===== src/rtl/xu0_bprm_seq_if.sv =====
// Issue/writeback handshake bundle for the bpermd sequencer.
// The master side is the XU0 issue/writeback logic; the slave side is the sequencer.
interface xu0_bprm_seq_if #(
  parameter int ITAG_W = 7
);
  logic              req_val;
  logic              req_rdy;
  logic [0:63]       req_rs;
  logic [0:63]       req_rb;
  logic [0:ITAG_W-1] req_itag;

  logic              rslt_val;
  logic              rslt_rdy;
  logic [0:63]       rslt_data;
  logic [0:ITAG_W-1] rslt_itag;

  modport master (
    output req_val, req_rs, req_rb, req_itag, rslt_rdy,
    input  req_rdy, rslt_val, rslt_data, rslt_itag
  );

  modport slave (
    input  req_val, req_rs, req_rb, req_itag, rslt_rdy,
    output req_rdy, rslt_val, rslt_data, rslt_itag
  );
endinterface


===== src/rtl/xu0_bprm_seq.sv =====
// Multi-cycle bpermd sequencer: walks the 8 index bytes of RS through one shared bit-permute unit.
// Optional macro XU0_BPRM_SEQ_B2B_EN lets a new op be accepted while the previous result drains.
module xu0_bprm_seq #(
  parameter int ITAG_W = 7
) (
  input  logic        clk,
  input  logic        rst,
  input  logic        flush,
  xu0_bprm_seq_if.slave bus,
  output logic [0:63] bprm_a,
  output logic [0:7]  bprm_s,
  input  logic        bprm_y
);

  typedef enum logic [1:0] {
    IDLE = 2'd0,
    RUN  = 2'd1,
    DONE = 2'd2
  } state_t;

  state_t            state_reg;
  logic [0:2]        cnt_reg;
  logic [0:63]       rs_q;
  logic [0:63]       rb_q;
  logic [0:ITAG_W-1] itag_q;
  logic [0:7]        res_q;

  logic              rslt_val_reg;
  logic [0:63]       rslt_data_reg;
  logic [0:ITAG_W-1] rslt_itag_reg;

  logic              rdy_raw;
  logic              accept;

`ifdef XU0_BPRM_SEQ_B2B_EN
  // A draining result frees the sequencer in the same cycle, so the next op can start.
  assign rdy_raw = (state_reg == IDLE) | ((state_reg == DONE) & bus.rslt_rdy);
`else
  assign rdy_raw = (state_reg == IDLE);
`endif

  assign bus.req_rdy = rdy_raw & ~flush;
  assign accept      = bus.req_val & bus.req_rdy;

  // Permute unit inputs come straight from the latched operands, forced to zero outside RUN.
  assign bprm_a = (state_reg == RUN) ? rb_q : '0;
  assign bprm_s = (state_reg == RUN) ? rs_q[{cnt_reg, 3'b000} +: 8] : '0;

  assign bus.rslt_val  = rslt_val_reg;
  assign bus.rslt_data = rslt_data_reg;
  assign bus.rslt_itag = rslt_itag_reg;

  always_ff @(posedge clk) begin
    if (rst) begin
      state_reg     <= IDLE;
      cnt_reg       <= '0;
      rs_q          <= '0;
      rb_q          <= '0;
      itag_q        <= '0;
      res_q         <= '0;
      rslt_val_reg  <= 1'b0;
      rslt_data_reg <= '0;
      rslt_itag_reg <= '0;
    end else if (flush) begin
      // Flush abandons whatever is in flight, including a result being handed over this cycle.
      state_reg     <= IDLE;
      cnt_reg       <= '0;
      rslt_val_reg  <= 1'b0;
      rslt_data_reg <= '0;
      rslt_itag_reg <= '0;
    end else begin
      case (state_reg)
        IDLE: begin
          if (accept) begin
            rs_q      <= bus.req_rs;
            rb_q      <= bus.req_rb;
            itag_q    <= bus.req_itag;
            cnt_reg   <= '0;
            res_q     <= '0;
            state_reg <= RUN;
          end
        end

        RUN: begin
          res_q[cnt_reg] <= bprm_y;
          cnt_reg        <= cnt_reg + 3'd1;
          if (cnt_reg == 3'd7) begin
            // Last bit is taken directly from the unit so the result is ready on entering DONE.
            state_reg     <= DONE;
            rslt_val_reg  <= 1'b1;
            rslt_data_reg <= {56'b0, res_q[0:6], bprm_y};
            rslt_itag_reg <= itag_q;
          end
        end

        DONE: begin
          if (bus.rslt_rdy) begin
            rslt_val_reg  <= 1'b0;
            rslt_data_reg <= '0;
            rslt_itag_reg <= '0;
            if (accept) begin
              rs_q      <= bus.req_rs;
              rb_q      <= bus.req_rb;
              itag_q    <= bus.req_itag;
              cnt_reg   <= '0;
              res_q     <= '0;
              state_reg <= RUN;
            end else begin
              state_reg <= IDLE;
            end
          end
        end

        default: begin
          state_reg <= IDLE;
          cnt_reg   <= '0;
        end
      endcase
    end
  end

endmodule


===== src/flat_wrapper.sv =====
// flat-port wrapper written by rule: the top's interface ports become plain ports
module xu0_bprm_seq_flat 
#(
  parameter int ITAG_W = 7
)
  (clk, rst, flush, bprm_a, bprm_s, bprm_y, bus_req_val, bus_req_rs, bus_req_rb, bus_req_itag, bus_rslt_rdy, bus_req_rdy, bus_rslt_val, bus_rslt_data, bus_rslt_itag);
  xu0_bprm_seq_if #(.ITAG_W(ITAG_W)) bus_i ();
  input  logic clk;
  input  logic rst;
  input  logic flush;
  output logic [0:63] bprm_a;
  output logic [0:7] bprm_s;
  input  logic bprm_y;
  input wire logic [$bits(bus_i.req_val)-1:0] bus_req_val;
  input wire logic [$bits(bus_i.req_rs)-1:0] bus_req_rs;
  input wire logic [$bits(bus_i.req_rb)-1:0] bus_req_rb;
  input wire logic [$bits(bus_i.req_itag)-1:0] bus_req_itag;
  input wire logic [$bits(bus_i.rslt_rdy)-1:0] bus_rslt_rdy;
  output wire logic [$bits(bus_i.req_rdy)-1:0] bus_req_rdy;
  output wire logic [$bits(bus_i.rslt_val)-1:0] bus_rslt_val;
  output wire logic [$bits(bus_i.rslt_data)-1:0] bus_rslt_data;
  output wire logic [$bits(bus_i.rslt_itag)-1:0] bus_rslt_itag;
  assign bus_i.req_val = bus_req_val;
  assign bus_i.req_rs = bus_req_rs;
  assign bus_i.req_rb = bus_req_rb;
  assign bus_i.req_itag = bus_req_itag;
  assign bus_i.rslt_rdy = bus_rslt_rdy;
  assign bus_req_rdy = bus_i.req_rdy;
  assign bus_rslt_val = bus_i.rslt_val;
  assign bus_rslt_data = bus_i.rslt_data;
  assign bus_rslt_itag = bus_i.rslt_itag;
  xu0_bprm_seq #(.ITAG_W(ITAG_W)) u_core (.clk(clk), .rst(rst), .flush(flush), .bus(bus_i), .bprm_a(bprm_a), .bprm_s(bprm_s), .bprm_y(bprm_y));
endmodule

===== config.mk =====
export PLATFORM = sky130hd
export DESIGN_NAME = xu0_bprm_seq_flat
export DESIGN_NICKNAME = d
export VERILOG_FILES = /design/src/rtl/xu0_bprm_seq_if.sv /design/src/rtl/xu0_bprm_seq.sv /design/src/flat_wrapper.sv
export SDC_FILE = /design/constraint.sdc
export NUM_CORES = 1
export LEC_CHECK = 0
export CAP_MARGIN = 20
export CORE_MARGIN = 1
export CORE_UTILIZATION = 40
export DETAILED_ROUTE_END_ITERATION = 7
export GPL_TIMING_DRIVEN = 0
export HOLD_SLACK_MARGIN = 0.08
export PLACE_DENSITY_LB_ADDON = 0.3
export REMOVE_ABC_BUFFERS = 1
export SYNTH_ARGS = -nofsm -noshare
export SYNTH_HDL_FRONTEND = slang
export SYNTH_SLANG_ARGS = --single-unit
export TNS_END_PERCENT = 10

===== constraint.sdc =====
create_clock -name clk -period 1.6 [get_ports clk]
set_input_delay 0.32 -clock clk [delete_from_list [all_inputs] [get_ports clk]]
set_output_delay 0.32 -clock clk [all_outputs]
set_load 0.03 [all_outputs]

==> impl_metrics.csv, run 1 <==
group,metric,value,unit
status,status,"finished with violations",
status,failed_checks,"setup timing",
timing,timing.hold.ws,0.2438,ns
global_routing,grt_pass1_vias,6378,
global_routing,grt_remaining_overflow,0,
detailed_routing,detail-route-antenna-nets,0,
placement,post-place-ws,-1.779,ns
global_routing,gr-usage-all-layers,24.08,%
synth,yosys.cell_types.count,40,
flow_run,drv.max_cap_violation_count,0,
synth,synth.cell_area,7198,sq um
clock_tree,ctsLongestPathBuffers,2,
global_routing,pin_count_of_the_biggest_net_entering_global_routing,110,
setup_path,reg2regPathDepth,7,
timing,slew_violations,0,
min_path,timing.hold.worst.class,"in -> reg",
detailed_routing,drt_pre_antenna_iters,5,
placement,buffer_ports.inserted,229,
setup_path,startpoint,"u_core.cnt_reg[2]",
setup_path,timing.rr.start,"u_core.cnt_reg[2]",
setup_path,start_kind,"flip-flop",
setup_path,worst_path_required_time,1.28,ns
timing,totalNegativeSetupSlack,-43.63,ns
synth,synthesis.instances,926,
detailed_routing,drc_errors,0,
floorplanning,placementRows,48,
floorplanning,floorplan.die.height,136.1,um
synth,netlist.area_leader.share,45.33,%
setup_path,rr_endpoint,"u_core.bus.rslt_data[63]",
floorplanning,io_pins,286,
timing,post-route-min-period,2.268,ns
timing,setup_repair_after_global_routing_missed_its_margin,"true",
setup_path,timing.critical_path.fanout_max,6,
synth,netlist_top_cells_area,"sky130_fd_sc_hd__dfxtp_1, sky130_fd_sc_hd__nand2_1, sky130_fd_sc_hd__a21oi_1, sky130_fd_sc_hd__buf_4, sky130_fd_sc_hd__and2_1",
setup_path,type_of_the_worst_setup_path,"reg -> out",
global_routing,grt_first_pass_wirelength,33910,um
floorplanning,die_area,18540,sq um
global_routing,grt_antenna_before_repair,0,
floorplanning,x_dimension_of_the_die,136.1,um
detailed_routing,drt-wirelength-per-cell,19.28,um
synth,synth_seq_area_share,45.33,%
placement,post-dp-hpwl,12770,um
clock_tree,tritoncts_clock_tree,"done",
detailed_routing,per_cell_via_count_in_the_routed_design,5.080,
timing,hold_viol_final,0,
power,p_leak,0.004668,uW
setup_path,crit_family,"buffers and inverters",
synth,yosysWarnings,0,
clock_tree,clock_pin_transition_on_the_worst_setup_and_hold_timing_paths,0.06,ns
synth,synth_largest_area_cell,"sky130_fd_sc_hd__dfxtp_1",
final_layout,nets,1339,
timing,report.final.setup_viol,202,
power,vdd_drop_max,726.1,uV
clock_tree,clkLatencyLatePin,0.42,ns
timing,achievable_clock_frequency,441.0,MHz
timing,finClkSkew,0.007667,ns
timing,layout_setup_ws,-0.6677,ns
synth,ys_seq_elements,163,
clock_tree,numCtsBuffers,17,
placement,gp_congestion,0.7293,
synth,synth_edf_count,0,
final_layout,area_growth_syn_to_layout,63.57,%
timing,relSlewSlack,51.52,%
setup_path,timing.critical_path.slowest_stage_cell,"sky130_fd_sc_hd__dfxtp_4",
floorplanning,starting_density,41.33,%
setup_path,cp.depth,7,
floorplanning,core_region_area,17420,sq um
final_layout,diodes,0,
setup_path,crit_chain,"buf_8, clkinvlp_4, buf_6, a21oi_4, a211oi_2, o31a_1, buf_6",
setup_path,critPathMostFrequentCell,"sky130_fd_sc_hd__buf_6",
clock_tree,root_buffer,"sky130_fd_sc_hd__clkbuf_16",
detailed_routing,initialDrtViolationCount,525,
final_layout,drive_above_1_share,29.39,%
detailed_routing,num_vias,7279,
clock_tree,cts.sink_count,163,
timing,final_period_util,141.7,%
timing,tightest_slew,0.7272,ns
clock_tree,clock_tree.htree_level_count,4,
setup_path,timing.critical_path.to_type,"output port",
setup_path,worst_ep_arrival_time,1.95,ns
synth,ys_dominant_reg_cell,"sky130_fd_sc_hd__dfxtp_1",
setup_path,rrSetupSlack,-0.42,ns
power,power-per-cell-area,841.2,nW/um^2
synth,share_of_flip_flops_with_an_asynchronous_set_or_reset_after_synthesis,0,%
clock_tree,cts.hold.buffers_added,0,
synth,synth_area_per_cell,7.773,sq um
detailed_routing,finalWirelength,27620,um
setup_path,slowest_delay,0.45,ns
setup_path,cp-endpoint,"bprm_s[6]",
setup_path,critical_path_buf_inv_count,4,
==> per-layer routing <==
layer | track usage [%] | wire length (um)
met1 | 28.03 | 11240
met3 | 9.210 | 2318
met5 | 0 | 0
met4 | 8.642 | 641
met2 | 40.02 | 13420
==> cells in the mapped netlist (all sizes together) (3+ instances only) <==
library cell    n
a211oi          3
a21oi         159
a22oi          18
a31oi           4
a32oi           4
and2           67
buf            97
clkbuf         28
dfxtp         163
inv             4
mux2            6
mux2i           7
nand2         286
nand3           6
nor2           32
nor2b           5
o21a            3
o21ai          10
==> what timing repair did <==
action,CTS,global route
setup buffers,42,14
endpoints found under the setup margin,252,236
pin swaps,53,36
cloned,6,26
resized for setup,610,119
==> stage by stage <==
step / utilization (%) / cell area [sq um] / cells / power [uW]
2_1_floorplan: - / 6631 / 856 / 4896
3_3_place_gp: 52.85 / 9205 / 1310 / 5469
3_5_place_dp: 53.56 / 9328 / 1314 / 5462
4_1_cts: 61.95 / 10790 / 1393 / 9585
5_1_grt: 67.60 / 11770 / 1433 / 10200
6_report: 67.60 / 11770 / 1433 / 9904
==> layout by cell type (no fill, tap or decap), drive strengths merged, types with 3 or more instances in the layout <==
| cell | count |
|---|---|
| nand2 | 291 |
| dfxtp | 163 |
| a21oi | 159 |
| buf | 145 |
| clkdlybuf4s50 | 138 |
| and2 | 69 |
| conb | 56 |
| clkbuf | 37 |
| nor2 | 33 |
| a22oi | 18 |
| dlygate4sd2 | 17 |
| o21ai | 10 |
| mux2i | 7 |
| nand3 | 6 |
| mux2 | 6 |
| nor2b | 5 |
| clkinvlp | 4 |
| a31oi | 4 |
| a32oi | 4 |
| o21a | 3 |
| inv | 3 |
| a211oi | 3 |
| clkinv | 3 |
==> cell type report <==
class | instances | area, sq um
Multi-Input combinational cell | 697 | 3943
Clock inverter | 7 | 72.57
Tap cell | 225 | 281.5
Timing Repair Buffer | 313 | 3671
Inverter | 4 | 22.52
Fill cell | 1459 | 5643
Clock buffer | 24 | 501.7
Sequential cell | 163 | 3282
==> cell families (layout without fill, tap and decap cells) <==
logic type | Yosys count | in the layout | synth area share, %
and+or+nand+nor | 405 | 413 | 24.46
AOI/OAI and AO/OA | 211 | 211 | 16.32
DFF | 163 | 163 | 45.33
buffers and inverters | 129 | 348 | 10.95
muxes | 15 | 15 | 2.538
adders and majority gates | 2 | 2 | 0.3476
other | 1 | 56 | 0.05210
==> how the worst min path moves through the flow <==
stage / startpoint / to / cells past startpoint
after global placement: u_core.rb_q[6] / u_core.rb_q[6] / 2
final: rst / u_core.rb_q[52] / 2
after detailed placement: u_core.rb_q[46] / u_core.rb_q[46] / 2
after floorplan: rst / u_core.itag_q[0] / 1
after CTS: rst / u_core.rb_q[52] / 2
after global routing: rst / u_core.rb_q[25] / 2
==> power by group <==
group	switching [uW]	internal (uW)	total (uW)	leakage (uW)
Combinational	809	738	1550	0.00306
Clock	1700	2350	4050	0.000279
Sequential	95.6	4210	4310	0.00133
Total	2610	7300	9900	0.00467
Note: power is estimated with default switching activity, not from simulation.
==> inputs of run 2 (changes only) <==
--- a/config.mk
+++ b/config.mk
@@ -5,11 +5,10 @@
 export SDC_FILE = /design/constraint.sdc
 export NUM_CORES = 1
 export LEC_CHECK = 0
-export CAP_MARGIN = 20
+export CAP_MARGIN = 10
 export CORE_MARGIN = 1
 export CORE_UTILIZATION = 40
 export DETAILED_ROUTE_END_ITERATION = 7
-export GPL_TIMING_DRIVEN = 0
 export HOLD_SLACK_MARGIN = 0.08
 export PLACE_DENSITY_LB_ADDON = 0.3
 export REMOVE_ABC_BUFFERS = 1
==> run 2 against run 1 <==
The flow still finishes with violations (setup timing). First-iteration DRC count decreased by 40%. Sequential power about the same. Via count decreased by 5.4%. Critical path depth unchanged. Largest cell class unchanged. Worst setup slack improved by 0.052 ns. Non-clock buffer count decreased by 15. Cell count decreased by 1.5%. Fmax increased by 2.3%. Critical path type unchanged. Clock skew decreased by 0.0010 ns. Sequential share of layout area increased by 2.2 points. Wire length decreased by 25%. Register-to-register slack improved by 0.25 ns.
==> impl_metrics.csv, run 2 (synthesis gave the netlist of run 1 again) <==
group,metric,value,unit
global_routing,grt_remaining_overflow,0,
detailed_routing,finalWirelength,20820,um
setup_path,startpoint,"u_core.cnt_reg[2]",
timing,achievable_clock_frequency,451.3,MHz
timing,timing.hold.ws,0.3642,ns
timing,setup_repair_after_global_routing_missed_its_margin,"true",
final_layout,layout.cell_area.non_filler,10880,sq um
clock_tree,tritoncts_clock_tree,"done",
global_routing,grt_antenna_before_repair,0,
timing,hold_viol_final,0,
floorplanning,floorplan.die.height,136.1,um
status,status,"finished with violations",
min_path,worstHoldPathCells,3,
final_layout,diodes,0,
global_routing,pin_count_of_the_biggest_net_entering_global_routing,93,
min_path,whs_endpoint,"u_core.rs_q[41]",
final_layout,area_growth_syn_to_layout,51.14,%
power,swShare,24.05,%
detailed_routing,drc_errors,0,
global_routing,grt_pass1_vias,6444,
final_layout,multi_input_area,3596,sq um
timing,finClkSkew,0.006669,ns
final_layout,nets,1316,
placement,gp_congestion,0.8398,
detailed_routing,per_cell_via_count_in_the_routed_design,4.881,
final_layout,drive_above_1_share,20.83,%
setup_path,worst_ep_arrival_time,1.90,ns
floorplanning,die_area,18540,sq um
global_routing,grt_first_pass_wirelength,31860,um
setup_path,start_kind,"flip-flop",
final_layout,mostFrequentLayoutCell,"sky130_fd_sc_hd__nand2_1",
setup_path,rrSetupSlack,-0.17,ns
clock_tree,clkLatencyLatePin,0.42,ns
clock_tree,cts.sink_count,163,
timing,final_period_util,138.5,%
timing,tightest_slew,0.6634,ns
final_layout,final_cell_mix,"sky130_fd_sc_hd__nand2_1, sky130_fd_sc_hd__dfxtp_1, sky130_fd_sc_hd__a21oi_1, sky130_fd_sc_hd__clkdlybuf4s50_1, sky130_fd_sc_hd__buf_4",
clock_tree,ctsLongestPathBuffers,2,
setup_path,timing.rr.start,"u_core.cnt_reg[2]",
timing,slew_violations,0,
clock_tree,cts.hold.buffers_added,0,
setup_path,reg2regPathDepth,8,
final_layout,number_of_filler_cells_placed_in_the_layout,1540,
flow_run,drv.max_cap_violation_count,0,
timing,layout_setup_ws,-0.6159,ns
power,p_int,7594,uW
placement,post-dp-hpwl,13750,um
setup_path,worst_path_required_time,1.28,ns
floorplanning,io_pins,286,
placement,placed_area,9603,sq um
detailed_routing,drt-wirelength-per-cell,14.76,um
global_routing,gr-usage-all-layers,22.20,%
detailed_routing,drt_pre_antenna_iters,6,
timing,relSlewSlack,55.31,%
status,failed_checks,"setup timing",
floorplanning,placementRows,48,
min_path,hp-start,"rst",
setup_path,timing.critical_path.fanout_max,4,
power,clock_power_share,45.1,%
setup_path,timing.critical_path.to_type,"output port",
detailed_routing,initialDrtViolationCount,316,
setup_path,rr_endpoint,"u_core.bus.rslt_itag[4]",
placement,buffer_ports.inserted,229,
power,pwr-share-comb,11.9,%
floorplanning,core_region_area,17420,sq um
clock_tree,clock_pin_transition_on_the_worst_setup_and_hold_timing_paths,0.06,ns
clock_tree,clock_tree.htree_level_count,4,
power,power-per-cell-area,919.1,nW/um^2
clock_tree,root_buffer,"sky130_fd_sc_hd__clkbuf_16",
detailed_routing,detail-route-antenna-nets,0,
setup_path,type_of_the_worst_setup_path,"reg -> out",
timing,report.final.setup_viol,90,
clock_tree,numCtsBuffers,17,
timing,post-route-min-period,2.216,ns
min_path,timing.hold.worst.class,"in -> reg",
floorplanning,starting_density,41.33,%
power,p_sw,2405,uW
final_layout,layout.area.seq,3277,sq um
floorplanning,x_dimension_of_the_die,136.1,um
power,vdd_drop_max,767.8,uV
detailed_routing,num_vias,6887,
power,p_leak,0.004365,uW
power,seq_power_share,43.0,%
==> run 2: changes by cell type in the layout (fill, tap and decap cells not counted), sizes merged <==
cell and change:
and2 -2, buf -5, bufbuf +2, bufinv +4, clkbuf -16, clkdlybuf4s50 +1
clkinvlp -1, dlygate4sd2 -1, inv +2, nand2 -5, nor2 -1
==> run 2: layout make-up <==
type	count	area share, %
timing repair buffer	298	28.12
inverter	4	0.1380
multi-input combinational	689	33.05
clock inverter	12	1.875
clock buffer	20	4.106
sequential	163	30.12
tap	225	2.588
==> run 2: power by group through the flow <==
stage	clock [uW]	sequential [uW]	combinational (uW)
detailed placement	0	4390	1120
global route	4740	4310	1290
CTS	4580	4300	1170
global placement	0	4380	1110
floorplan	0	4360	531
finish	4510	4300	1190
==> run 2: routing by layer <==
layer  vias to the layer above  part of all wire, %  wire (um)  track usage [%]
met2                       246                   50      10350            37.68
met4                         0                  1.3        274            8.086
met5                         -                    0          0                0
li1                       3417                    -          -                -
met3                        20                  8.4       1751            7.793
met1                      3204                   41       8449            25.59
==> run 2: worst max-delay path by stage <==
stage	slack, ns	end	cells after the start
global placement	-0.59	bprm_s[3]	5
global route	-0.69	bprm_s[5]	7
CTS	-0.62	bprm_s[5]	7
floorplan	-1.85	u_core.itag_q[0]	4
finish	-0.62	bprm_s[5]	7
detailed placement	-0.58	bprm_s[3]	5
==> run 2: timing repair <==
action	CTS	global route
setup endpoints to repair	106	121
pin swaps	22	13
setup buffers	11	7
resized for setup	84	69
cloned	3	0
==> run 2: metrics by stage <==
step	cells	TNS, ns	worst slack [ns]	util, %	power, uW
2_1_floorplan	856	-353.41	-1.853	-	4896
3_3_place_gp	1358	-29.76	-0.5882	55.14	5489
3_5_place_dp	1358	-32.53	-0.5801	55.14	5503
4_1_cts	1404	-30.95	-0.6237	60.82	10040
5_1_grt	1411	-31.81	-0.6857	62.46	10350
6_report	1411	-25.07	-0.6159	62.46	9999
==> run 2: worst max-delay path, cell delays in order, from the launching register on <==
cell and delay (ns):
sky130_fd_sc_hd__dfxtp_4 0.36, sky130_fd_sc_hd__buf_6 0.13, sky130_fd_sc_hd__and2b_1 0.19, sky130_fd_sc_hd__buf_6 0.13
sky130_fd_sc_hd__a22oi_2 0.15, sky130_fd_sc_hd__o221ai_1 0.13, sky130_fd_sc_hd__o21a_2 0.25, sky130_fd_sc_hd__buf_12 0.14
==> inputs of run 3 (changes only) <==
--- a/config.mk
+++ b/config.mk
@@ -6,8 +6,10 @@
 export NUM_CORES = 1
 export LEC_CHECK = 0
 export CAP_MARGIN = 10
+export CELL_PAD_IN_SITES_DETAIL_PLACEMENT = 1
+export CELL_PAD_IN_SITES_GLOBAL_PLACEMENT = 2
 export CORE_MARGIN = 1
-export CORE_UTILIZATION = 40
+export CORE_UTILIZATION = 21
 export DETAILED_ROUTE_END_ITERATION = 7
 export HOLD_SLACK_MARGIN = 0.08
 export PLACE_DENSITY_LB_ADDON = 0.3
==> run 3 against run 2 <==
The run still ends with setup timing left. Cell count grew 17%. Combinational power grew 8%. Clock-buffer cell count shrank 1. Clock power shrank 5.1%. Via count grew 0.62%. Global-route usage shrank 7.6 points. Sequential power is essentially flat. Worst setup slack gained 0.025 ns. Power shrank 1.4%. Non-clock buffer count grew 9. First-iteration DRC count shrank 28%. Critical path type unchanged. Sequential share of layout area shrank 1.7 points.
==> impl_metrics.csv, run 3 (synthesis gave the netlist of run 1 again) <==
group,metric,value,unit
status,status,"finished with violations",
status,failed_checks,"setup timing",
min_path,whs_endpoint,"u_core.rb_q[35]",
detailed_routing,num_vias,6930,
global_routing,grt_busiest_layer,"met2",
clock_tree,cts.sink_count,163,
setup_path,type_of_the_worst_setup_path,"reg -> out",
floorplanning,x_dimension_of_the_die,187.1,um
final_layout,layout.cell_area.non_filler,11540,sq um
placement,post-dp-hpwl,17910,um
timing,final_period_util,136.9,%
min_path,worstHoldPathCells,3,
timing,post-route-min-period,2.191,ns
detailed_routing,drc_errors,0,
power,p_leak,0.004462,uW
setup_path,critPathMostFrequentCell,"sky130_fd_sc_hd__buf_6",
placement,gp_congestion,0.8106,
setup_path,crit_chain,"buf_6, and2b_2, a22oi_2, o221ai_1, o21a_1, buf_6",
floorplanning,floorplan.die.height,187.1,um
final_layout,area_growth_syn_to_layout,60.30,%
clock_tree,clkLatencyLatePin,0.44,ns
final_layout,nets,1325,
setup_path,worst_ep_arrival_time,1.87,ns
floorplanning,placementRows,67,
setup_path,rrSetupSlack,-0.25,ns
global_routing,gr-usage-all-layers,14.56,%
detailed_routing,initialDrtViolationCount,229,
placement,placed_area,10010,sq um
power,vdd_drop_max,681.4,uV
floorplanning,core_region_area,33620,sq um
detailed_routing,finalWirelength,26160,um
detailed_routing,drt-wirelength-per-cell,15.90,um
setup_path,timing.critical_path.to_type,"output port",
placement,post-place-ws,-0.2949,ns
final_layout,utilization_after_layout,34.32,%
setup_path,worst_path_required_time,1.28,ns
global_routing,grt_pass1_vias,7227,
timing,finClkSkew,0.01088,ns
power,power-per-cell-area,854.5,nW/um^2
clock_tree,root_buffer,"sky130_fd_sc_hd__clkbuf_16",
setup_path,timing.critical_path.slowest_stage_cell,"sky130_fd_sc_hd__dfxtp_4",
setup_path,timing.rr.start,"u_core.cnt_reg[2]",
global_routing,grt_remaining_overflow,0,
timing,layout_setup_ws,-0.5905,ns
final_layout,mostFrequentLayoutCell,"sky130_fd_sc_hd__nand2_1",
global_routing,grt_antenna_before_repair,4,
final_layout,drive_above_1_share,26.11,%
clock_tree,cts.hold.buffers_added,0,
timing,slew_violations,0,
clock_tree,numCtsBuffers,17,
setup_path,reg2regPathDepth,10,
timing,setup_repair_after_global_routing_missed_its_margin,"true",
global_routing,gr-usage-met1,17.48,%
detailed_routing,drt_pre_antenna_iters,5,
final_layout,final_cell_mix,"sky130_fd_sc_hd__nand2_1, sky130_fd_sc_hd__dfxtp_1, sky130_fd_sc_hd__clkdlybuf4s50_1, sky130_fd_sc_hd__a21oi_1, sky130_fd_sc_hd__buf_6",
detailed_routing,per_cell_via_count_in_the_routed_design,4.213,
floorplanning,io_pins,286,
floorplanning,starting_density,21.41,%
clock_tree,clock_pin_transition_on_the_worst_setup_and_hold_timing_paths,0.07,ns
timing,achievable_clock_frequency,456.5,MHz
flow_run,drv.max_cap_violation_count,0,
timing,hold_viol_final,0,
detailed_routing,detail-route-antenna-nets,0,
setup_path,start_kind,"flip-flop",
global_routing,grt_first_pass_wirelength,40010,um
setup_path,timing.critical_path.fanout_max,6,
clock_tree,clock_tree.htree_level_count,4,
setup_path,rr_endpoint,"u_core.bus.rslt_data[57]",
global_routing,grt_util_met2,24.09,%
global_routing,pin_count_of_the_biggest_net_entering_global_routing,91,
setup_path,slowest_delay,0.38,ns
floorplanning,die_area,35020,sq um
clock_tree,tritoncts_clock_tree,"done",
timing,report.final.setup_viol,100,
placement,buffer_ports.inserted,229,
min_path,timing.hold.worst.class,"in -> reg",
timing,totalNegativeSetupSlack,-25.09,ns
min_path,hp-start,"bus_req_rb[28]",
power,design_power_total,9860,uW
global_routing,gr-usage-met3,5.310,%
clock_tree,ctsLongestPathBuffers,2,
[run 3: cell count changes in the layout (fill, tap and decap cells not counted), sizes merged]
cell	change
clkbuf	+1
clkinv	+1
buf	+9
diode	+2
inv	+2
bufinv	-3
clkinvlp	+1
bufbuf	-2
[run 3: worst max-delay path by stage]
stage	start	end	slack (ns)	depth (start not counted)
2_1_floorplan	u_core.state_reg[1]	u_core.itag_q[0]	-1.85	4
3_3_place_gp	u_core.cnt_reg[2]	bprm_s[3]	-0.28	5
3_5_place_dp	u_core.cnt_reg[2]	bprm_s[3]	-0.29	5
4_1_cts	u_core.cnt_reg[2]	bprm_s[3]	-0.61	5
5_1_grt	u_core.cnt_reg[1]	bprm_s[3]	-0.66	7
6_report	u_core.cnt_reg[2]	bprm_s[5]	-0.59	6
[run 3: repair_timing]
item | 4_1_cts | 5_1_grt
endpoints found under the setup margin | 106 | 115
pin swaps | 33 | 33
gates resized for setup | 114 | 107
cloned | 2 | 4
setup buffers | 7 | 5
[run 3: final cells by class]
class	instances	area, sq um
Fill cell	3955	22080
Timing Repair Buffer	307	3323
Inverter	4	18.77
Tap cell	448	560.5
Antenna cell	2	5.005
Sequential cell	163	3279
Clock buffer	19	452.9
Clock inverter	13	148.9
Multi-Input combinational cell	689	3750
[run 3: stage by stage]
stage                     std cells  hold slack [ns]
after detailed placement       1593           0.4423
after global routing           1643           0.4154
after CTS                      1634           0.4009
final                          1645           0.4286
after floorplan                 856           0.3891
after global placement         1593           0.4371
[run 3: power breakdown]
group,internal [uW],switching (uW)
clock network,2410,1870
registers,4210,92.9
logic,600,677
[run 3: critical path, delay by kind of cell (launching register included)]
| family | cells | cell delay (ns) |
|---|---|---|
| buffers and inverters | 2 | 0.29 |
| and+or+nand+nor | 1 | 0.23 |
| AOI/OAI and AO/OA | 3 | 0.55 |
| DFF | 1 | 0.38 |
[run 3: routing by layer]
| metal | vias up | share of wire (%) |
|---|---|---|
| met5 | - | 0.15 |
| met4 | 6 | 1.2 |
| met3 | 24 | 7.0 |
| met2 | 175 | 48 |
| met1 | 3283 | 44 |
| li1 | 3442 | - |
